==> src/rtl/branch_cond_unit.sv <==
// branch_cond_unit: condition-code banks, Bicc evaluation and delay-slot tracking
// for the ID stage. It holds NCC = 2**CC_SEL_W banks of integer condition codes
// and evaluates the 16 Bicc conditions against one selected bank. After each
// accepted branch it tracks the single delay slot and turns the annul bit into
// a squash signal for the delay-slot instruction.
// Optional feature: define CC_BYPASS_EN to forward a same-cycle flag write to
// the branch evaluation. The default build reads the stored bank only.
module branch_cond_unit #(
  parameter int CC_SEL_W = 1
) (
  input  logic                           clk,
  input  logic                           reset_n,
  input  logic                           stall,
  input  logic                           cc_we,
  input  logic [CC_SEL_W-1:0]            cc_wsel,
  input  logic [3:0]                     cc_wdata,
  input  logic                           br_valid,
  input  logic [3:0]                     br_cond,
  input  logic                           br_annul,
  input  logic [CC_SEL_W-1:0]            br_ccsel,
  output logic                           br_taken,
  output logic                           in_slot,
  output logic                           slot_annul,
  output logic                           dcti_err,
  output logic [4*(2**CC_SEL_W)-1:0]     cc_q
);

  localparam int NCC = 2**CC_SEL_W;

  typedef enum logic {IDLE, SLOT} state_t;

  state_t                state_q, state_d;
  logic [NCC-1:0][3:0]   bank_q;
  logic [3:0]            flags;
  logic                  cond_result;
  logic                  acc;
  logic                  annul_dec;
  logic                  annul_d;
  logic                  dcti_d;

  // Flag layout: bit0 Z, bit1 N, bit2 C, bit3 V. cond[3] inverts the base test,
  // so 1000 (always) is simply the inverse of 0000 (never).
  function automatic logic cond_eval(input logic [3:0] cond, input logic [3:0] f);
    logic z, n, c, v, base;
    z = f[0];
    n = f[1];
    c = f[2];
    v = f[3];
    case (cond[2:0])
      3'b000:  base = 1'b0;
      3'b001:  base = z;
      3'b010:  base = z | (n ^ v);
      3'b011:  base = n ^ v;
      3'b100:  base = c | z;
      3'b101:  base = c;
      3'b110:  base = n;
      default: base = v;
    endcase
    return base ^ cond[3];
  endfunction

  // Condition-code banks; writes are independent of the pipeline stall.
  always_ff @(posedge clk or negedge reset_n) begin
    if (!reset_n) begin
      bank_q <= '0;
    end else if (cc_we) begin
      bank_q[cc_wsel] <= cc_wdata;
    end
  end

  assign cc_q = bank_q;

  // Select the flags evaluated by the branch in ID.
  always_comb begin
`ifdef CC_BYPASS_EN
    if (cc_we && (cc_wsel == br_ccsel)) flags = cc_wdata;
    else                                flags = bank_q[br_ccsel];
`else
    flags = bank_q[br_ccsel];
`endif
  end

  assign cond_result = cond_eval(br_cond, flags);

  // A branch is accepted only outside a delay slot and while ID advances.
  assign acc      = br_valid & ~stall & (state_q == IDLE);
  assign br_taken = acc & cond_result;

  // ba,a and bn,a always annul; other conditions with a=1 annul when not taken.
  assign annul_dec = br_annul & ((br_cond[2:0] == 3'b000) | ~cond_result);

  // Delay-slot FSM state and registered slot/error outputs.
  always_ff @(posedge clk or negedge reset_n) begin
    if (!reset_n) begin
      state_q    <= IDLE;
      slot_annul <= 1'b0;
      dcti_err   <= 1'b0;
    end else begin
      state_q    <= state_d;
      slot_annul <= annul_d;
      dcti_err   <= dcti_d;
    end
  end

  assign in_slot = (state_q == SLOT);

  // Next state: enter SLOT on acceptance, leave on the first unstalled slot
  // cycle. A branch in a non-annulled slot is a DCTI couple and is flagged.
  always_comb begin
    state_d = state_q;
    annul_d = slot_annul;
    dcti_d  = 1'b0;
    case (state_q)
      IDLE: begin
        if (acc) begin
          state_d = SLOT;
          annul_d = annul_dec;
        end
      end
      SLOT: begin
        if (!stall) begin
          state_d = IDLE;
          annul_d = 1'b0;
          dcti_d  = br_valid & ~slot_annul;
        end
      end
      default: begin
        state_d = IDLE;
        annul_d = 1'b0;
      end
    endcase
  end

endmodule

==> config.mk <==
export PLATFORM = sky130hd
export DESIGN_NAME = branch_cond_unit
export DESIGN_NICKNAME = d
export VERILOG_FILES = /design/src/rtl/branch_cond_unit.sv
export SDC_FILE = /design/constraint.sdc
export NUM_CORES = 1
export LEC_CHECK = 0
export ABC_AREA = 1
export CAP_MARGIN = 20
export CORE_AREA = 4 4 47 49
export CTS_CLUSTER_DIAMETER = 150
export DETAILED_ROUTE_END_ITERATION = 10
export DIE_AREA = 0 0 51 53
export PLACE_DENSITY = 0.74
export SETUP_SLACK_MARGIN = 0.05
export SLEW_MARGIN = 5
export SYNTH_ARGS = -nofsm -noshare
export SYNTH_HDL_FRONTEND = slang
export SYNTH_SLANG_ARGS = --single-unit
==> constraint.sdc <==
create_clock -name clk -period 1.42 [get_ports clk]
set_input_delay 0.142 -clock clk [delete_from_list [all_inputs] [get_ports clk]]
set_output_delay 0.142 -clock clk [all_outputs]
set_load 0.02 [all_outputs]
# Yosys cells after proc, flatten, opt, wreduce, memory -nomap -nowiden
# Index checks and enable logic that the tools add are counted.
[op_classes] bitwise_logic=14 eq_ne=8 n_reduce_logical=3 muxes=14 order_cmp=3
[ops] operator="$mux 4" count=3
[ops] operator="$eq 3x3->1 const B" count=3
[ops] operator="$bwmux 8" count=1
[ops] operator="$pmux 1 s7" count=1
[ops] operator="$eq 3x2->1 const B" count=2
[ops] operator="$mux 1" count=6
[ops] operator="$and 1x1->1" count=5
[ops] operator="$demux 4 s1" count=1
[ops] operator="$lt 1x2->1 const B" count=2
[ops] operator="$ne 2x2->1 const B" count=2
[ops] operator="$not 1->1" count=4
[ops] operator="$pmux 1 s2" count=2
[ops] operator="$eq 3x1->1 const B" count=1
[ops] operator="$logic_not 3->1" count=1
[ops] operator="$or 1x1->1" count=3
[ops] operator="$reduce_and 2->1" count=1
[ops] operator="$xor 1x1->1" count=2
[ops] operator="$ge 1x1->1 const B" count=1
[ops] operator="$logic_and 1x1->1" count=1
[word_totals] reg_bits=11 word_cells=47 inputBits=16

# Logic depth before layout (Yosys ltp)
# Gate-level depths: netlist of run 1.
[depth] word_depth=11 ltp_mapped=13

# Worst setup path after synthesis of run 1
# OpenSTA, ideal clock, no wires.
[synth_timing] kind="register -> output" from="register bank_q, in the netlist cc_q[4]" to="output br_taken" stages_incl_launch_ff=10 t_arrival_ns=1.317 slack_ns=-0.039 path_buffers=0 cell_sequence="dfrtp_1 > inv_1 > nand2_2 > nand2_2 > nand2_1 > a21oi_2 > nand3_2 > nand3_1 > nand2_1 > nor2_1"
[synth_between] elab_chain_cells=6 elab_cells_between_ends=7 cone_classes="mux: 3; bitwise: 4"
[synth_rtl] element="start: declaration" line_no="33" rtl="logic [NCC-1:0][3:0] bank_q;"
[synth_rtl] element="start signal: indexed assignment" line_no="67" rtl="bank_q[cc_wsel] <= cc_wdata;"
[synth_rtl] element="$mux 4 (not written as such) (*) (2 in a row)" line_no="79" rtl="flags = bank_q[br_ccsel];"
[synth_rtl] element="$or 1x1->1, on equally long branches" line_no="54, 52"
[synth_rtl] element="$pmux 1 s7 (*)" line_no="49" rtl="case (cond[2:0])"
[synth_rtl] element="$xor 1x1->1 (*)" line_no="59" rtl="return base ^ cond[3];"
[synth_rtl] element="$and 1x1->1 (*)" line_no="87" rtl="assign br_taken = acc & cond_result;"
[synth_rtl] element="end: declaration" line_no="21" rtl="output logic br_taken,"
# Every way passes the cells marked *; elsewhere a longest branch is shown, timed or not. The select of a mux whose other input is x is not followed.

# Final worst setup path of run 1
[layout_timing] from="input br_cond[1]" to="output br_taken"
[layout_between] elab_chain_cells=4 elab_cells_between_ends=10 cone_classes="eq/ne: 6; mux: 1; bitwise: 2; reduce/logical: 1"
[layout_rtl] element="start: declaration" line_no="18" rtl="input logic [3:0] br_cond,"
[layout_rtl] element="$eq 3x3->1 (tied with other cells)" line_no="49"
[layout_rtl] element="$pmux 1 s7 (*)" line_no="49"
[layout_rtl] element="$xor 1x1->1 (*)" line_no="59"
[layout_rtl] element="$and 1x1->1 (*)" line_no="87"
# Every way passes the cells marked *; elsewhere a longest branch is shown, timed or not.

==> impl_metrics.json, run 1 <==
{
  "cts_tree": "built",
  "nFillCells": 172,
  "rows": 16,
  "detail_route.wl_per_cell_um": 10.6,
  "yosysTopAreaCell": "dfrtp_1",
  "cts_root_buf": "clkbuf_4",
  "avgSynthCellArea_um2": 6.53,
  "p_int_uw": 660,
  "numCtsBuffers": 3,
  "core-area_mm2": 0.00186,
  "diodes": 0,
  "drt-initial-drc-count": 20,
  "stdcell_area_mm2": 0.00121,
  "placed_area_mm2": 0.00116,
  "worstSetupEndpointType": "output pin",
  "slew_headroom_pct": 69.2,
  "setup_tns_ns": -0.287,
  "antenna_found_initial": 0,
  "dp_hpwl_um": 1600,
  "start_kind": "input port",
  "max-cap-violations": 0,
  "post-route-period-util_pct": 119,
  "power_frac_comb_pct": 41.3,
  "synth_warnings": 0,
  "synth.net_count": 125,
  "p_switching_uw": 341,
  "synth.area.mux_share_pct": 0,
  "drive_gt1_share_pct": 27.0,
  "finalSetupViolations": 2,
  "die_area_mm2": 0.00270,
  "io_pins": 28,
  "initial_core_util_pct": 38.2,
  "min_period_ns": 1.70,
  "ff2ff_path_depth": 13,
  "outcome": "complete, but fails checks",
  "die-width_um": 51,
  "syn_area_um2": 712,
  "grt_max_degree": 12,
  "synth_simple_gate_area_share_pct": 40.1,
  "synth_compound_area_share_pct": 7.56,
  "clock_latency_ns": 0.27,
  "crit_fanout": 2,
  "clk_pin_slew_worst_paths_ns": 0.06,
  "cts_num_sinks": 11,
  "ys_types": 14,
  "ys_seq_area_share_pct": 38.7,
  "hold_violations": 0,
  "cp.arrival_ns": 1.55,
  "seq_area_um2": 275,
  "worstSetupPathType": "input port to output pin",
  "ctsHoldBuffers": 0,
  "p_seq_share_pct": 37.8,
  "postRouteAntennaNets": 0,
  "leakagePower_nw": 0.682,
  "hp-class": "input port to async pin",
  "synth_cells": 109,
  "io_buffers": 27,
  "route.detailed.drc": 0,
  "yosysTopAreaCellShare_pct": 38.7,
  "synth.area.top_cells": "dfrtp_1 (39%), nand2_1 (22%), inv_1 (11%)",
  "fmax_ghz": 0.590,
  "multi_input_area_um2": 369,
  "htreeDepth": 1,
  "drt_first_pass_iters": 4,
  "switching_share_pct": 34.1,
  "nets": 176,
  "synthAdderAreaFrac_pct": 0,
  "ff2ff_setup_slack_ns": 0.02,
  "maxSlewViolCount": 0,
  "worst_slack_ns": -0.276,
  "area_growth_pct": 69.8,
  "cp.required_ns": 1.28,
  "grt_util_all_layers_pct": 16.1,
  "ir_worst_vdd_mv": 0.665,
  "worst_pin_slew_ns": 0.460,
  "synth_xor_area_share_pct": 0,
  "grt_pass1_vias": 855,
  "ys_ff_latch": 11,
  "clockBufferDepth": 2,
  "grt.overflow.total": 0,
  "grt_pass1_wl_um": 3220,
  "violations": "negative setup slack",
  "vias": 833,
  "rsz0062_at_grt": "true",
  "power_frac_clock_pct": 20.9,
  "gp_congestion": 0.787,
  "worst_clock_skew_ns": 0.000898,
  "wirelength_um": 1970,
  "synth_top_family_by_area": "simple AND/OR/NAND/NOR gates",
  "p_per_area_mw_per_mm2": 828,
  "drt-vias-per-instance": 4.48,
  "die_h_um": 53
}
[power by group through the flow]
stage | Clock, mW | Combinational, mW | Sequential (mW)
floorplan | 0 | 0.139 | 0.432
global placement | 0 | 0.411 | 0.382
detailed placement | 0 | 0.420 | 0.384
CTS | 0.220 | 0.398 | 0.379
global route | 0.237 | 0.455 | 0.384
finish | 0.209 | 0.414 | 0.378
[metal layers]
| metal | wire length, um | vias up | global-route usage (%) |
|---|---|---|---|
| met1 | 731 | 374 | 16.5 |
| met2 | 1120 | 25 | 30.3 |
| li1 | - | 429 | - |
| met4 | 42 | 0 | 12.6 |
| met5 | 0 | - | 0 |
| met3 | 84 | 5 | 1.13 |
[worst max-delay path: stages]
cell	delay (ns)
clkdlybuf4s50_1	0.44
buf_4	0.15
nor3_1	0.24
a21oi_2	0.10
nand3_2	0.10
nand2_2	0.06
nand2_2	0.07
nand2_2	0.07
nor2_4	0.08
buf_6	0.12
[registers in the layout, summed over array words and instances, names as in the netlist]
register	count
in_slot	1
dcti_err	1
slot_annul	1
cc_q	8
[cell families (layout without fill, tap and decap cells)]
kind of cell | Yosys count | count (layout)
and+or+nand+nor | 66 | 66
buffers and inverters | 22 | 72
DFF | 11 | 11
AOI/OAI and AO/OA | 10 | 10
[cell usage after synthesis]
library cell / n
inv_1: 20
a21oi_2: 1
buf_6: 1
nor3_1: 2
o21ai_0: 9
inv_8: 1
nor2_1: 6
nor2_2: 1
nand2_1: 42
nand3_2: 1
nand2_2: 5
dfrtp_1: 11
nor3b_1: 1
nand3_1: 8
[final cells by class]
cell class                 instances  area share, %
sequential                        11           22.8
timing repair buffer              47           34.6
clock buffer                       4           2.17
inverter                          21           7.14
multi-input combinational         76           30.5
tap                               27           2.80
[layout by cell type, fill, tap and decap left out, drive strengths merged]
cell / synthesis / layout
dlygate4sd2: 0 / 11
inv: 21 / 21
dlymetal6s2s: 0 / 1
nor2: 7 / 7
buf: 1 / 21
nand2: 47 / 47
nor3b: 1 / 1
o21ai: 9 / 9
a21oi: 1 / 1
dfrtp: 11 / 11
clkdlybuf4s50: 0 / 13
clkbuf: 0 / 5
nor3: 2 / 2
nand3: 9 / 9
[repair_timing]
item                       4_1_cts  5_1_grt
buffers inserted                 0        2
resized for setup               22        7
gates cloned                     0        0
setup endpoints to repair       12        2
pin swaps                        2        6
hold endpoints to repair         0        0
[final timing paths]
kind,from,end
max,br_cond[1],br_taken
min,reset_n,dcti_err$_DFF_PN0_
max reg2reg,cc_q[7]$_DFFE_PN0P_,slot_annul$_DFFE_PN0P_
min in group clk,cc_wdata[0],cc_q[0]$_DFFE_PN0P_
max in group asynchronous,reset_n,cc_q[5]$_DFFE_PN0P_
min reg2reg,slot_annul$_DFFE_PN0P_,dcti_err$_DFF_PN0_
[stage by stage]
stage / power [mW] / hold WS [ns] / std cells / utilization, % / setup WS, ns
2_1_floorplan: 0.571 / -0.154 / 109 / - / 0.0702
3_3_place_gp: 0.792 / 0.455 / 180 / 62.3 / -0.773
3_5_place_dp: 0.804 / 0.493 / 180 / 62.3 / -0.821
4_1_cts: 0.998 / 0.195 / 184 / 63.6 / -0.265
5_1_grt: 1.08 / 0.211 / 186 / 64.9 / -0.407
6_report: 1.00 / 0.188 / 186 / 64.9 / -0.276
No activity file was read; power rests on OpenSTA's default activity.
==> run 2: changes to the inputs <==
CAP_MARGIN = not set   (was 20)
CORE_AREA = 4 4 45 51   (was 4 4 47 49)
DIE_AREA = 0 0 49 55   (was 0 0 51 53)
==> impl_metrics.json, run 2 (synthesis gave the netlist of run 1 again) <==
{
  "setup_tns_ns": -0.222,
  "cts_root_buf": "clkbuf_4",
  "slew_headroom_pct": 67.2,
  "largest_reg_flops": 8,
  "outcome": "complete, but fails checks",
  "grt.overflow.total": 0,
  "worst-path-buf-inv": 2,
  "rr_endpoint": "slot_annul$_DFFE_PN0P_",
  "io_buffers": 27,
  "hold_violations": 0,
  "worst_pin_slew_ns": 0.491,
  "final_common_cell": "nand2_1",
  "ff2ff_path_depth": 12,
  "die-width_um": 49,
  "post-route-period-util_pct": 116,
  "diodes": 0,
  "worstSetupPathType": "flip-flop to output pin",
  "die_area_mm2": 0.00270,
  "cts_tree": "built",
  "multi_input_area_um2": 359,
  "detail_route.wl_per_cell_um": 10.4,
  "worstSetupEndpointType": "output pin",
  "hp-class": "input port to async pin",
  "crit_fanout": 3,
  "cts_num_sinks": 11,
  "grt_pass1_vias": 756,
  "wirelength_um": 1810,
  "initial_core_util_pct": 40.4,
  "dp_hpwl_um": 1530,
  "cp.required_ns": 1.28,
  "postRouteAntennaNets": 0,
  "drt-vias-per-instance": 4.66,
  "seq_area_um2": 275,
  "rr_startpoint": "cc_q[7]$_DFFE_PN0P_",
  "die_h_um": 55,
  "drive_gt1_share_pct": 24.2,
  "violations": "negative setup slack",
  "io_pins": 28,
  "rsz0062_at_grt": "true",
  "clk_pin_slew_worst_paths_ns": 0.07,
  "final_cell_mix": "nand2_1 (41), inv_1 (18), buf_4 (16)",
  "start_kind": "flip-flop",
  "slowest_delay_ns": 0.40,
  "nets": 174,
  "numPlacedInstances": 170,
  "crit_cells": 12,
  "fmax_ghz": 0.609,
  "route.detailed.drc": 0,
  "htreeDepth": 1,
  "worst_path_most_repeated_cell": "nand2_1",
  "antenna_found_initial": 0,
  "cp.arrival_ns": 1.50,
  "area_growth_pct": 65.0,
  "fin_util_pct": 66.7,
  "gp_congestion": 0.861,
  "slowest_stage": "dfrtp_1",
  "stdcell_count": 175,
  "leakagePower_nw": 0.676,
  "clock_latency_ns": 0.26,
  "core-area_mm2": 0.00176,
  "clockBufferDepth": 2,
  "ctsHoldBuffers": 0,
  "grt_max_degree": 12,
  "ff2ff_setup_slack_ns": 0.15,
  "grt_util_all_layers_pct": 14.4,
  "endpoint": "br_taken",
  "grt_pass1_wl_um": 3040,
  "drt_first_pass_iters": 4,
  "vias": 815,
  "worst_clock_skew_ns": 0.00240,
  "maxSlewViolCount": 0,
  "nFillCells": 158,
  "p_per_area_mw_per_mm2": 834,
  "ir_worst_vdd_mv": 0.694,
  "min_period_ns": 1.64,
  "rows": 16,
  "worst_slack_ns": -0.222,
  "critPathTopFamily": "simple AND/OR/NAND/NOR gates",
  "cp_cell_sequence": "inv_1 -> nand2_1 -> nand2_1 -> nand2_1 -> nand3_1 -> nand2_1 -> nand3_2 -> nand2_1 -> nand2_1 -> nand2_2 -> nor2_4 -> buf_6",
  "numCtsBuffers": 3,
  "finalSetupViolations": 1,
  "drt-initial-drc-count": 11,
  "max-cap-violations": 0,
  "crit_start": "cc_q[7]$_DFFE_PN0P_"
}
## run 2: cell types whose count changed in the layout (fill, tap and decap cells not counted), moves of 2 or more
cell / delta
buf_4: -3
nand2_1: +2
nand2_2: -2
nand3_1: +2
nand3_2: -2
## run 2: how the worst min path moves through the flow
| stage | start | end |
|---|---|---|
| floorplan | reset_n | cc_q[0]$_DFFE_PN0P_ |
| global placement | slot_annul$_DFFE_PN0P_ | dcti_err$_DFF_PN0_ |
| detailed placement | slot_annul$_DFFE_PN0P_ | dcti_err$_DFF_PN0_ |
| CTS | reset_n | cc_q[7]$_DFFE_PN0P_ |
| global route | reset_n | cc_q[5]$_DFFE_PN0P_ |
| finish | reset_n | cc_q[5]$_DFFE_PN0P_ |
## run 2: power breakdown
group          total [mW]  internal [mW]  switching [mW]
clock               0.207          0.109          0.0981
sequential          0.377          0.350          0.0267
combinational       0.397          0.192           0.205
total               0.980          0.651           0.330
## run 2: final cells by class
class	count	share of cell area [%]
Clock buffer	4	2.24
Tap cell	18	1.92
Multi-Input combinational cell	76	30.6
Sequential cell	11	23.4
Timing Repair Buffer	45	34.5
Inverter	21	7.35
## run 2: metrics by stage
step	worst slack, ns	hold WS (ns)	power [mW]	instance area [um2]
floorplan	0.0702	-0.154	0.571	719
global placement	-0.789	0.463	0.791	1140
detailed placement	-0.825	0.474	0.801	1140
CTS	-0.245	0.211	0.992	1170
global route	-0.370	0.232	1.05	1170
finish	-0.222	0.205	0.980	1170
## run 2: what timing repair did
action                                  in CTS  in global routing
cloned                                       0                  0
pin swaps                                    3                  0
endpoints found under the setup margin      11                  3
resized for setup                           24                  4
buffers inserted                             0                  1
## run 2: metal layers
metal  GRT usage, %  share of wire, %
met4           9.87               1.6
met2           25.4                54
met5              0                 0
met1           16.0                41
met3           2.95               3.9
